`src/rtl/ram_block_copier.sv`:
```
// ram_block_copier
// ----------------
// Copies a block of 16-bit words inside an external single-port ram512.
// The RAM read port is combinational: ram_out reflects ram_address within the
// same cycle. Each copied word takes two cycles: a READ that captures ram_out,
// then a WRITE that stores it. Addresses are 9 bits and wrap modulo 512.
//
// Optional feature: define RAM_FILL_EN to enable fill mode. In fill mode the
// block writes fill_value to every destination word, one word per cycle.
// Without the macro, fill and fill_value are accepted but ignored, and every
// transfer is a copy.
//
// Handshake: start is a level sampled only while the block is idle. A transfer
// runs to completion (or until reset), and done pulses for exactly one cycle
// when it ends. busy is high only while words are being read or written.
// start is ignored at every other time. All request inputs are latched at the
// start edge, so later changes on them do not affect the running transfer.
//
// Ports:
//   clk         rising-edge clock, shared with the RAM
//   rst_n       asynchronous active-low reset
//   start       transfer request, sampled in IDLE only
//   src_addr    first source word address
//   dst_addr    first destination word address
//   count       word count, 0..512 (larger values saturate to 512)
//   fill        fill-mode select (RAM_FILL_EN only)
//   fill_value  fill word (RAM_FILL_EN only)
//   busy        high in READ and WRITE
//   done        one-cycle completion pulse
//   ram_address RAM address
//   ram_in      RAM write data
//   ram_load    RAM write enable
//   ram_out     RAM read data (combinational from ram_address)

module ram_block_copier (
  input  logic        clk,
  input  logic        rst_n,
  input  logic        start,
  input  logic [8:0]  src_addr,
  input  logic [8:0]  dst_addr,
  input  logic [9:0]  count,
  input  logic        fill,
  input  logic [15:0] fill_value,
  output logic        busy,
  output logic        done,
  output logic [8:0]  ram_address,
  output logic [15:0] ram_in,
  output logic        ram_load,
  input  logic [15:0] ram_out
);

  typedef enum logic [1:0] {
    S_IDLE  = 2'd0,
    S_READ  = 2'd1,
    S_WRITE = 2'd2,
    S_DONE  = 2'd3
  } state_t;

  state_t      state_q, state_d;
  logic [8:0]  src_ptr_q, src_ptr_d;
  logic [8:0]  dst_ptr_q, dst_ptr_d;
  logic [9:0]  remaining_q, remaining_d;
  logic [15:0] data_q, data_d;
  logic        mode_q, mode_d;   // 1 = fill, 0 = copy

  logic [9:0]  count_sat;
  logic        fill_sel;

  assign count_sat = (count > 10'd512) ? 10'd512 : count;

`ifdef RAM_FILL_EN
  assign fill_sel = fill;
`else
  // Fill mode is compiled out: the fill port is kept but has no effect.
  logic unused_fill;
  assign fill_sel    = 1'b0;
  assign unused_fill = fill;
`endif

  always_ff @(posedge clk or negedge rst_n) begin
    if (!rst_n) begin
      state_q     <= S_IDLE;
      src_ptr_q   <= 9'd0;
      dst_ptr_q   <= 9'd0;
      remaining_q <= 10'd0;
      data_q      <= 16'd0;
      mode_q      <= 1'b0;
    end else begin
      state_q     <= state_d;
      src_ptr_q   <= src_ptr_d;
      dst_ptr_q   <= dst_ptr_d;
      remaining_q <= remaining_d;
      data_q      <= data_d;
      mode_q      <= mode_d;
    end
  end

  always_comb begin
    state_d     = state_q;
    src_ptr_d   = src_ptr_q;
    dst_ptr_d   = dst_ptr_q;
    remaining_d = remaining_q;
    data_d      = data_q;
    mode_d      = mode_q;
    busy        = 1'b0;
    done        = 1'b0;
    ram_address = 9'd0;
    ram_in      = 16'd0;
    ram_load    = 1'b0;

    case (state_q)
      S_IDLE: begin
        if (start) begin
          src_ptr_d   = src_addr;
          dst_ptr_d   = dst_addr;
          remaining_d = count_sat;
          mode_d      = fill_sel;
          // The fill word is parked in data_q so WRITE drives ram_in from one
          // register in both modes and later fill_value changes are ignored.
          if (fill_sel) begin
            data_d = fill_value;
          end
          if (count_sat == 10'd0) begin
            state_d = S_DONE;
          end else if (fill_sel) begin
            state_d = S_WRITE;
          end else begin
            state_d = S_READ;
          end
        end
      end

      S_READ: begin
        busy        = 1'b1;
        ram_address = src_ptr_q;
        data_d      = ram_out;
        state_d     = S_WRITE;
      end

      S_WRITE: begin
        busy        = 1'b1;
        ram_address = dst_ptr_q;
        ram_in      = data_q;
        ram_load    = 1'b1;
        // 9-bit pointers wrap naturally from 511 to 0.
        src_ptr_d   = src_ptr_q + 9'd1;
        dst_ptr_d   = dst_ptr_q + 9'd1;
        remaining_d = remaining_q - 10'd1;
        if (remaining_q == 10'd1) begin
          state_d = S_DONE;
        end else if (mode_q) begin
          state_d = S_WRITE;
        end else begin
          state_d = S_READ;
        end
      end

      S_DONE: begin
        done    = 1'b1;
        state_d = S_IDLE;
      end

      default: begin
        state_d = S_IDLE;
      end
    endcase
  end

endmodule
```
`config.mk`:
```
export PLATFORM = sky130hd
export DESIGN_NAME = ram_block_copier
export DESIGN_NICKNAME = d
export VERILOG_FILES = /design/src/rtl/ram_block_copier.sv
export SDC_FILE = /design/constraint.sdc
export NUM_CORES = 1
export LEC_CHECK = 0
export ABC_AREA = 0
export CORE_AREA = 5 5 83 85
export CTS_BUF_LIST = sky130_fd_sc_hd__clkbuf_4
export CTS_CLUSTER_DIAMETER = 60
export CTS_CLUSTER_SIZE = 8
export DETAILED_ROUTE_END_ITERATION = 12
export DIE_AREA = 0 0 88 90
export HOLD_SLACK_MARGIN = 0.12
export PLACE_DENSITY = 0.78
export SETUP_SLACK_MARGIN = 0.05
export SYNTH_ARGS = -nofsm -noshare
export SYNTH_HDL_FRONTEND = slang
export SYNTH_SLANG_ARGS = --single-unit
```
`constraint.sdc`:
```
create_clock -name clk -period 5.25 [get_ports clk]
set_input_delay 1.05 -clock clk [delete_from_list [all_inputs] [get_ports clk]]
set_output_delay 1.05 -clock clk [all_outputs]
set_load 0.02 [all_outputs]
```
==> impl_metrics.csv <==
group,metric,value,unit
clocking,numCtsBuffers,5,
sta,post-route-period-util,74.5,%
finish,drive_gt1_share,8.00,%
finish,antenna_cells,0,
critical_path,cp.arrival,2.86,ns
clocking,post_cts_resized,0,
grt,grt_pass1_vias,2336,
die,row_count,29,
critical_path,critPathKind,"reg2out",
finish,area_delta_synth_final,31.4,%
clocking,h-tree-depth,2,
critical_path,required,4.20,ns
detailed_routing,ant_nets,0,
detailed_routing,drt_pass1_iterations,4,
grt,grt_max_degree,47,
sta,clock.fmax,256,MHz
detailed_routing,wirelength,6810,um
clocking,cts_setup_buffers,0,
yosys,yosys_warnings,0,
detailed_routing,drtIter0Drc,136,
outcome,status,"finished, final reports clean",
critical_path,cp_top_family,"adder cells",
critical_path,critPathBufInv,2,
sta,rsz0062_at_grt,"false",
die,die_area,7920,sq um
power_and_ir_drop,power.density,593,nW/um^2
clocking,cts.sinks,46,
place,io_buffers,74,
critical_path,cp_slowest_stage_delay,0.95,ns
yosys,syn_nets,354,
hold_path,hold_class,"reg2reg",
yosys,yosysSeqAreaShare,43.2,%
sta,slew_headroom,20.2,%
critical_path,cpMaxStageDelayCell,"ha_1",
finish,finalCoreUtilization,57.0,%
yosys,syn_avg_cell_area,9.44,sq um
sta,finalSetupViolations,0,
grt,track_usage,17.5,%
place,hpwlAfterDp,4780,um
detailed_routing,vias,2434,
yosys,yosysUniqueCellTypes,36,
finish,nets,421,
die,ios,92,
power_and_ir_drop,ir_drop,0.396,mV
place,place_congestion,0.801,
critical_path,endpoint_kind,"primary output",
yosys,ys_seq_elements,46,
yosys,synthCells,282,
grt,antenna_found_initial,0,
grt,grt-ovfl-total,0,
sta,min_period,3.91,ns
clocking,clkTransAtPathRegs,0.13,ns
finish,final_common_cell,"clkdlybuf4s50_1",
clocking,hold_buffers,0,
clocking,worstSkewPairLatency,0.36,ns
clocking,clock_path_buffers,2,
detailed_routing,drt-wirelength-per-cell,15.9,um
sta,worst_pin_slew,1.20,ns
sta,drv_slew,0,
critical_path,path_max_fanout,26,
die,die_w,88,um
detailed_routing,drc_errors,0,
power_and_ir_drop,power,2.07,mW
grt,grt_pass1_wl,11200,um
die,die_y,90,um
finish,final_cell_mix,"73 x clkdlybuf4s50_1, 46 x dfrtp_1, 20 x nand2_1",
yosys,syn_area,2660,sq um
clocking,cts_tree,"built",
clocking,root_buffer,"clkbuf_4",
sta,finalHoldViolCount,0,
sta,fin_skew,0.0163,ns
detailed_routing,viasPerCell,5.70,
flow_run,drv_cap,0,
die,core_area,6130,sq um
critical_path,crit_chain,"inv_1 > ha_1 > nand2_1 > a21boi_0 > clkdlybuf4s50_1",
die,start_util,43.4,%
critical_path,critPathLaunchType,"flip-flop",
sta,fin_setup_tns,0,ns
power_and_ir_drop,cellLeakagePower,1.41,nW
[registers in the layout, summed over array words and instances (netlist names)]
register	count
dst_ptr_q	9
src_ptr_q	9
state_q	2
data_q	16
remaining_q	10
[worst register-to-register path: stages, from the launching register on]
cell and delay (ns):
dfrtp_1 0.43, inv_1 0.09, ha_2 0.63, buf_4 0.37, mux2_2 0.65, nand4_1 0.16, a211oi_1 0.27, nor3_1 0.08
[power by group]
part	internal, mW	leakage [nW]	switching (mW)
combinational	0.582	0.844	0.648
clock	0.0481	0.0277	0.114
sequential	0.528	0.541	0.154
total	1.16	1.41	0.916
[worst paths after layout]
kind                                  from              to  slack [ns]  cells past startpoint
worst max-delay path            state_q[1]  ram_address[0]        1.34                      5
worst min-delay path             data_q[5]       data_q[5]        0.51                      1
max in group asynchronous            rst_n      data_q[14]        3.74                      1
min in group asynchronous            rst_n  remaining_q[9]        0.87                      1
worst max register to register  state_q[0]  remaining_q[9]        2.45                      7
worst min register to register   data_q[5]       data_q[5]        0.51                      1
[cell usage after synthesis]
library cell  instances  area (sq um)
a211oi_1              1          7.51
a21boi_0              1          7.51
a21o_1                2          15.0
a21oi_1              16          80.1
a22o_1                3          26.3
a22oi_1              14           105
a2bb2oi_1             2          17.5
a311oi_1              1          8.76
a32oi_1               1          8.76
and2_1               19           119
and3_1                8          50.1
and4b_1               1          10.0
buf_1                 2          7.51
buf_2                 2          10.0
clkbuf_1             12          45.0
dfrtp_1              46          1150
ha_1                  8           100
inv_1                 6          22.5
mux2_2               18           203
mux2i_1               9          90.1
nand2_1              20          75.1
nand2b_1              3          18.8
nand3_1               8          40.0
nand3b_1              1          7.51
nand4_1               6          37.5
nor2_1               14          52.6
nor2b_1               9          56.3
nor3_1                5          25.0
nor3b_1               3          22.5
nor4_1                3          18.8
o21ai_0              15          75.1
o21ai_1               7          35.0
o22ai_1              12          75.1
o2bb2ai_1             2          17.5
or4_1                 1          7.51
or4b_4                1          13.8
[routing by layer]
metal | up-vias | global-route usage, % | share of wire, %
met2 | 100 | 28.0 | 48
met5 | - | 0 | 0
met3 | 9 | 5.67 | 9.9
met4 | 0 | 4.35 | 1.2
met1 | 1159 | 22.8 | 41
li1 | 1166 | - | -
[area by class of cell]
class / count / area (sq um)
fillers: 537 / 2630
multi-input cells: 214 / 1430
flip-flops and latches: 46 / 1150
repair buffers: 76 / 751
well taps: 77 / 96.3
clock buffers: 5 / 37.5
inverters: 6 / 22.5
clock inverters: 3 / 11.3
[cells by family (layout without fill, tap and decap cells)]
logic type | after synthesis | in the layout | synth area share (%)
AOI/OAI and AO/OA | 77 | 77 | 18.0
adders and majority gates | 8 | 8 | 3.76
buffers and inverters | 22 | 90 | 3.20
DFF | 46 | 46 | 43.2
muxes | 27 | 27 | 11.0
and+or+nand+nor | 102 | 102 | 20.8
[through the flow]
stage | hold WS (ns) | worst slack, ns | cell area, sq um | instances
2_1_floorplan | 0.473 | 2.26 | 2660 | 282
3_3_place_gp | 0.482 | 1.78 | 3450 | 419
3_5_place_dp | 0.488 | 1.70 | 3450 | 419
4_1_cts | 0.520 | 1.28 | 3500 | 427
5_1_grt | 0.542 | 1.05 | 3500 | 427
6_report | 0.512 | 1.34 | 3500 | 427
Note: power is estimated with default switching activity, not from simulation.
